`src/rtl/writeback.sv`:
```
// rtl/writeback.sv - retire stage: register/memory commit, EFLAGS merge, retire trace
module writeback #(
    parameter logic [31:0] EFLAGS_RESET = 32'h0000_0002,
    parameter logic [2:0]  EDX_IDX      = 3'd2
) (
    input  logic        clk,
    input  logic        rst_n,
    input  logic        ex_valid,
    output logic        ex_ready,
    input  logic [31:0] ex_result,
    input  logic [31:0] ex_result_hi,
    input  logic        ex_wr_hi,
    input  logic        ex_no_wr,
    input  logic [1:0]  ex_dst_kind,
    input  logic [2:0]  ex_dst_reg,
    input  logic [1:0]  ex_dst_size,
    input  logic [31:0] ex_dst_addr,
    input  logic [31:0] ex_flags,
    input  logic [31:0] ex_flags_mask,
    output logic        rf_we,
    output logic [2:0]  rf_waddr,
    output logic [31:0] rf_wdata,
    output logic [1:0]  rf_wsize,
    output logic        mem_req,
    input  logic        mem_ack,
    output logic [31:0] mem_addr,
    output logic [31:0] mem_wdata,
    output logic [1:0]  mem_size,
    output logic [31:0] eflags_q,
    output logic        retire,
    output logic [31:0] retire_count
);

    typedef enum logic [2:0] {
        S_IDLE,
        S_WR_LO,
        S_WR_HI,
        S_MEM,
        S_RETIRE
    } state_t;

    state_t      state_q, state_d;

    // Held copies of the accepted op that are still needed after the accept edge.
    logic [31:0] h_result_hi_q, h_result_hi_d;
    logic        h_wr_hi_q, h_wr_hi_d;
    logic [31:0] h_flags_q, h_flags_d;
    logic [31:0] h_mask_q, h_mask_d;

    // Registered outputs; data fields hold their last value, only strobes are qualified.
    logic        rf_we_q, rf_we_d;
    logic [2:0]  rf_waddr_q, rf_waddr_d;
    logic [31:0] rf_wdata_q, rf_wdata_d;
    logic [1:0]  rf_wsize_q, rf_wsize_d;
    logic        mem_req_q, mem_req_d;
    logic [31:0] mem_addr_q, mem_addr_d;
    logic [31:0] mem_wdata_q, mem_wdata_d;
    logic [1:0]  mem_size_q, mem_size_d;
    logic        retire_q, retire_d;
    logic [31:0] retire_count_q, retire_count_d;
    logic [31:0] eflags_d;
    logic [31:0] eflags_merged;

    logic        accept;

    assign ex_ready     = (state_q == S_IDLE);
    assign accept       = ex_valid && (state_q == S_IDLE);
    assign rf_we        = rf_we_q;
    assign rf_waddr     = rf_waddr_q;
    assign rf_wdata     = rf_wdata_q;
    assign rf_wsize     = rf_wsize_q;
    assign mem_req      = mem_req_q;
    assign mem_addr     = mem_addr_q;
    assign mem_wdata    = mem_wdata_q;
    assign mem_size     = mem_size_q;
    assign retire       = retire_q;
    assign retire_count = retire_count_q;

    // Masked flag merge with the architecturally fixed bits applied last.
    always_comb begin
        eflags_merged     = (eflags_q & ~h_mask_q) | (h_flags_q & h_mask_q);
        eflags_merged[1]  = 1'b1;
        eflags_merged[3]  = 1'b0;
        eflags_merged[5]  = 1'b0;
        eflags_merged[15] = 1'b0;
    end

    // Next-state and next-output logic; outputs are registered one edge ahead of their state.
    always_comb begin
        state_d        = state_q;
        h_result_hi_d  = h_result_hi_q;
        h_wr_hi_d      = h_wr_hi_q;
        h_flags_d      = h_flags_q;
        h_mask_d       = h_mask_q;
        rf_we_d        = 1'b0;
        rf_waddr_d     = rf_waddr_q;
        rf_wdata_d     = rf_wdata_q;
        rf_wsize_d     = rf_wsize_q;
        mem_req_d      = 1'b0;
        mem_addr_d     = mem_addr_q;
        mem_wdata_d    = mem_wdata_q;
        mem_size_d     = mem_size_q;
        eflags_d       = eflags_q;
        retire_count_d = retire_count_q;

        case (state_q)
            S_IDLE: begin
                if (accept) begin
                    h_result_hi_d = ex_result_hi;
                    h_wr_hi_d     = ex_wr_hi;
                    h_flags_d     = ex_flags;
                    h_mask_d      = ex_flags_mask;
                    if (ex_no_wr || ex_dst_kind == 2'd0 || ex_dst_kind == 2'd3) begin
                        state_d = S_RETIRE;
                    end else if (ex_dst_kind == 2'd1) begin
                        state_d    = S_WR_LO;
                        rf_we_d    = 1'b1;
                        rf_waddr_d = ex_dst_reg;
                        rf_wdata_d = ex_result;
                        rf_wsize_d = ex_dst_size;
                    end else begin
                        state_d     = S_MEM;
                        mem_req_d   = 1'b1;
                        mem_addr_d  = ex_dst_addr;
                        mem_wdata_d = ex_result;
                        mem_size_d  = ex_dst_size;
                    end
                end
            end
            S_WR_LO: begin
                if (h_wr_hi_q) begin
                    state_d    = S_WR_HI;
                    rf_we_d    = 1'b1;
                    rf_waddr_d = EDX_IDX;
                    rf_wdata_d = h_result_hi_q;
                    rf_wsize_d = 2'd2;
                end else begin
                    state_d = S_RETIRE;
                end
            end
            S_WR_HI: begin
                state_d = S_RETIRE;
            end
            S_MEM: begin
                if (mem_ack) begin
                    state_d = S_RETIRE;
                end else begin
                    mem_req_d = 1'b1;
                end
            end
            S_RETIRE: begin
                state_d        = S_IDLE;
                eflags_d       = eflags_merged;
                retire_count_d = retire_count_q + 32'd1;
            end
            default: begin
                state_d = S_IDLE;
            end
        endcase

        retire_d = (state_d == S_RETIRE);
    end

    // State, hold and output registers; reset drops any in-flight op immediately.
    always_ff @(posedge clk or negedge rst_n) begin
        if (!rst_n) begin
            state_q        <= S_IDLE;
            h_result_hi_q  <= 32'd0;
            h_wr_hi_q      <= 1'b0;
            h_flags_q      <= 32'd0;
            h_mask_q       <= 32'd0;
            rf_we_q        <= 1'b0;
            rf_waddr_q     <= 3'd0;
            rf_wdata_q     <= 32'd0;
            rf_wsize_q     <= 2'd0;
            mem_req_q      <= 1'b0;
            mem_addr_q     <= 32'd0;
            mem_wdata_q    <= 32'd0;
            mem_size_q     <= 2'd0;
            retire_q       <= 1'b0;
            retire_count_q <= 32'd0;
            eflags_q       <= EFLAGS_RESET;
        end else begin
            state_q        <= state_d;
            h_result_hi_q  <= h_result_hi_d;
            h_wr_hi_q      <= h_wr_hi_d;
            h_flags_q      <= h_flags_d;
            h_mask_q       <= h_mask_d;
            rf_we_q        <= rf_we_d;
            rf_waddr_q     <= rf_waddr_d;
            rf_wdata_q     <= rf_wdata_d;
            rf_wsize_q     <= rf_wsize_d;
            mem_req_q      <= mem_req_d;
            mem_addr_q     <= mem_addr_d;
            mem_wdata_q    <= mem_wdata_d;
            mem_size_q     <= mem_size_d;
            retire_q       <= retire_d;
            retire_count_q <= retire_count_d;
            eflags_q       <= eflags_d;
        end
    end

endmodule

```
`config.mk`:
```
export PLATFORM = sky130hd
export DESIGN_NAME = writeback
export DESIGN_NICKNAME = d
export VERILOG_FILES = /design/src/rtl/writeback.sv
export SDC_FILE = /design/constraint.sdc
export NUM_CORES = 1
export LEC_CHECK = 0
export CAP_MARGIN = 20
export CORE_MARGIN = 2
export CORE_UTILIZATION = 42
export CTS_CLUSTER_SIZE = 25
export DETAILED_ROUTE_END_ITERATION = 10
export MAX_ROUTING_LAYER = met4
export PLACE_DENSITY = 0.77
export SYNTH_ARGS = -nofsm -noshare
export SYNTH_HDL_FRONTEND = slang
export SYNTH_SLANG_ARGS = --single-unit
export TNS_END_PERCENT = 100
```
`constraint.sdc`:
```
create_clock -name clk -period 2 [get_ports clk]
set_clock_uncertainty 0.1 [all_clocks]
set_input_delay 0.3 -clock clk [delete_from_list [all_inputs] [get_ports clk]]
set_output_delay 0.3 -clock clk [all_outputs]
set_load 0.01 [all_outputs]
```
==> flow_summary.toml <==
[placed_design]
placement.io_buffers = 331
gp_congestion = 0.825
place_area_mm2 = 0.0142
placed_cells_incl_taps = 1599
hpwl_um = 19600

[drt]
detail_route.first_pass.iterations = 5
wire_per_inst_um = 18.6
detail_route.wirelength_um = 31100
drtAntennaViolNets = 0
vias = 8398
drc = 0
drt-vias-per-instance = 5.03
detail_route.iter0.violations = 397

[synth]
postSynthCellCount = 959
netlist-cell-type-count = 37
synth_area_leaders = "sky130_fd_sc_hd__dfrtp_1 62%, sky130_fd_sc_hd__nand2_1 13%, sky130_fd_sc_hd__mux2_2 10%"
synthesis.area_mm2 = 0.0103
synth_top_cell_area_share = 0.625
avgSynthCellArea_um2 = 10.8
synth_top_area_cell = "sky130_fd_sc_hd__dfrtp_1"
post_synthesis_register_bit_count = 258
synth-seq-area-share = 0.625
yosys_warnings = 0

[sta]
whs_ns = 0.103
finalSetupViolCount = 105
finalHoldViolations = 0
grt_setup_unrepaired = "yes"
post-route-min-period_ns = 2.25
setup_slack_ns = -0.251
finalCritPeriodShare = 1.13
drv_slew = 0
fmax_mhz = 444

[flow_run]
maximum_capacitance_violations = 0

[power_and_ir_drop]
combPwrFrac = 0.372
share_seq_of_total_power = 0.403
p_sw_mw = 6.91
power_per_cell_area_mw_per_mm2 = 1380
cellInternalPower_mw = 15.0
clock_power_share = 0.226
total_leakage_power_nw = 7.04
swShare = 0.315
ir_drop_worst_case_vdd_mv = 0.941
power.total_mw = 21.9

[floorplan]
die_width_um = 161
floorplan.core_area_mm2 = 0.0242
start_util = 0.426
die_area_mm2 = 0.0259
floorplan.die.height_um = 161
floorplan.rows = 57
top_level_ports = 344

[cells_and_area]
layout-area-overhead-vs-synth_pct = 53.2
finalInstanceArea_mm2 = 0.0158
fin_nets = 1496
finish.cell_count_without_fillers = 1668
fraction_of_final_layout_cells_sized_beyond_drive_strength_1 = 0.185

[global_route]
grt_pass1_vias = 8587
global_route_usage_over_all_layers = 0.237
grt_pass1_wl_um = 47200
grt_antenna_before_repair = 2
grt-ovfl-total = 0
grt_max_degree = 91

[setup_path]
critical_path_class = "register to register"
crit_arrival_ns = 2.60
worst_setup_path_end_kind = "register"
timing.critical_path.from_type = "register"
worst-endpoint-required_ns = 2.35
crit_path_max_fanout = 8

[clock_network]
clkSlewWorstSetupHoldPaths_ns = 0.06
numClockSinks = 258
cts_root_buf = "sky130_fd_sc_hd__clkbuf_16"
clockBufferDepth = 3
clk-insertion-delay-late_ns = 0.54
cts_htree_levels = 1
tritoncts = "built"
tritoncts.num_buffers = 27

[min_path]
min_path_type = "input pin to async pin"

[run_status]
violations = "setup timing"
outcome = "finished, violations left"
-- metal layers --
metal	part of all wire	wire [um]	global-route usage	vias to the layer above
li1	-	-	-	3865
met1	0.41	12600	0.295	4145
met2	0.49	15300	0.385	310
met3	0.068	2110	0.0478	78
met4	0.035	1100	0.0913	0
met5	0	0	-	-
-- worst max-delay path: stages, from the launching register on --
cell and delay [ns]:
sky130_fd_sc_hd__dfrtp_1 0.38, sky130_fd_sc_hd__or4b_4 0.57, sky130_fd_sc_hd__buf_6 0.15, sky130_fd_sc_hd__o41ai_4 0.35
sky130_fd_sc_hd__buf_6 0.24, sky130_fd_sc_hd__buf_12 0.18, sky130_fd_sc_hd__nor2_4 0.03, sky130_fd_sc_hd__a31oi_1 0.16
-- synthesized netlist by cell type --
| library cell | count |
|---|---|
| sky130_fd_sc_hd__or4bb_1 | 2 |
| sky130_fd_sc_hd__nor3_1 | 3 |
| sky130_fd_sc_hd__nand2b_1 | 3 |
| sky130_fd_sc_hd__nand2_1 | 366 |
| sky130_fd_sc_hd__or4b_4 | 1 |
| sky130_fd_sc_hd__a21oi_1 | 4 |
| sky130_fd_sc_hd__and2_0 | 1 |
| sky130_fd_sc_hd__nand3_1 | 12 |
| sky130_fd_sc_hd__xor2_1 | 2 |
| sky130_fd_sc_hd__a31oi_1 | 32 |
| sky130_fd_sc_hd__ha_1 | 1 |
| sky130_fd_sc_hd__nor4_1 | 3 |
| sky130_fd_sc_hd__nor4_2 | 1 |
| sky130_fd_sc_hd__clkbuf_1 | 33 |
| sky130_fd_sc_hd__and2_1 | 1 |
| sky130_fd_sc_hd__nor2_1 | 39 |
| sky130_fd_sc_hd__nand4bb_1 | 1 |
| sky130_fd_sc_hd__o31a_1 | 1 |
| sky130_fd_sc_hd__xnor2_1 | 30 |
| sky130_fd_sc_hd__o31ai_1 | 1 |
| sky130_fd_sc_hd__o21ai_0 | 5 |
| sky130_fd_sc_hd__or2_2 | 2 |
| sky130_fd_sc_hd__dfrtp_1 | 258 |
| sky130_fd_sc_hd__nand4b_1 | 2 |
| sky130_fd_sc_hd__inv_1 | 6 |
| sky130_fd_sc_hd__buf_2 | 11 |
| sky130_fd_sc_hd__mux2_2 | 95 |
| sky130_fd_sc_hd__conb_1 | 2 |
| sky130_fd_sc_hd__buf_6 | 1 |
| sky130_fd_sc_hd__nor4b_2 | 1 |
| sky130_fd_sc_hd__buf_4 | 9 |
| sky130_fd_sc_hd__o41ai_2 | 1 |
| sky130_fd_sc_hd__nand4_1 | 16 |
| sky130_fd_sc_hd__and4_1 | 6 |
| sky130_fd_sc_hd__nor3b_1 | 1 |
| sky130_fd_sc_hd__and3_1 | 5 |
| sky130_fd_sc_hd__or3_1 | 1 |
-- metrics by stage --
stage	setup TNS [ns]	setup WS [ns]	utilization
floorplan	-5.11	-0.102	-
global placement	-79.98	-0.543	0.586
detailed placement	-85.90	-0.574	0.586
CTS	-11.31	-0.170	0.640
global route	-26.88	-0.319	0.653
finish	-19.11	-0.251	0.653
-- path summary, 6_finish.rpt --
check | startpoint | end | slack, ns | cells after the start
hold / removal | rst_n | mem_addr[1] | 0.10 | 2
hold reg to reg | h_flags_q[14] | h_flags_q[14] | 0.37 | 2
min in group clk | ex_result_hi[29] | h_result_hi_q[29] | 0.18 | 3
setup / recovery | state_q[2] | rf_wdata[7] | -0.25 | 7
max in group asynchronous | rst_n | async pin | 1.01 | 3
setup reg to reg | state_q[2] | rf_wdata[7] | -0.25 | 7
-- placed cells by master, fill, tap and decap left out, drive strengths merged, types with 6 or more instances in the layout --
cell           count
a31oi             32
xnor2             30
nor2              39
clkbuf            45
buf               53
inv                7
dfrtp            258
mux2              95
and4               6
nand2            366
nand4             16
nand3             12
clkdlybuf4s50    328
-- cell type report --
type                            count  area [um^2]
Sequential cell                   258         6460
Timing Repair Buffer              386         4100
Multi-Input combinational cell    643         3970
Antenna cell                        2         5.00
Tap cell                          324          405
Clock inverter                      7         93.8
Fill cell                        1838         8420
Clock buffer                       42          772
Inverter                            6         22.5
-- power groups by stage --
stage                     sequential (mW)  clock [mW]  combinational [mW]
after CTS                            8.67        5.05                7.90
final                                8.82        4.94                8.15
after floorplan                      9.16           0                2.70
after global routing                 9.07        5.26                8.77
after detailed placement             8.72           0                7.56
after global placement               8.63           0                7.36
-- logic make-up (layout without fill, tap and decap cells) --
family                     after synthesis  after routing  share of synthesized area
and+or+nand+nor                        467            467                      0.189
muxes                                   95             95                      0.104
AOI/OAI and AO/OA                       44             44                     0.0269
DFF                                    258            258                      0.625
other                                    2              6                   0.000727
adders and majority gates                1              1                    0.00121
buffers and inverters                   60            441                     0.0271
xor gates and xnor gates                32             32                     0.0271
-- repair_timing --
| item | in CTS | in global routing |
|---|---|---|
| cloned | 7 | 3 |
| pin swaps | 1 | 10 |
| endpoints found under the hold margin | 258 | 0 |
| endpoints found under the setup margin | 197 | 146 |
| resized for setup | 48 | 84 |
| hold buffers | 1 | 0 |
| buffers inserted | 8 | 3 |
Note: power is estimated with default switching activity, not from simulation.
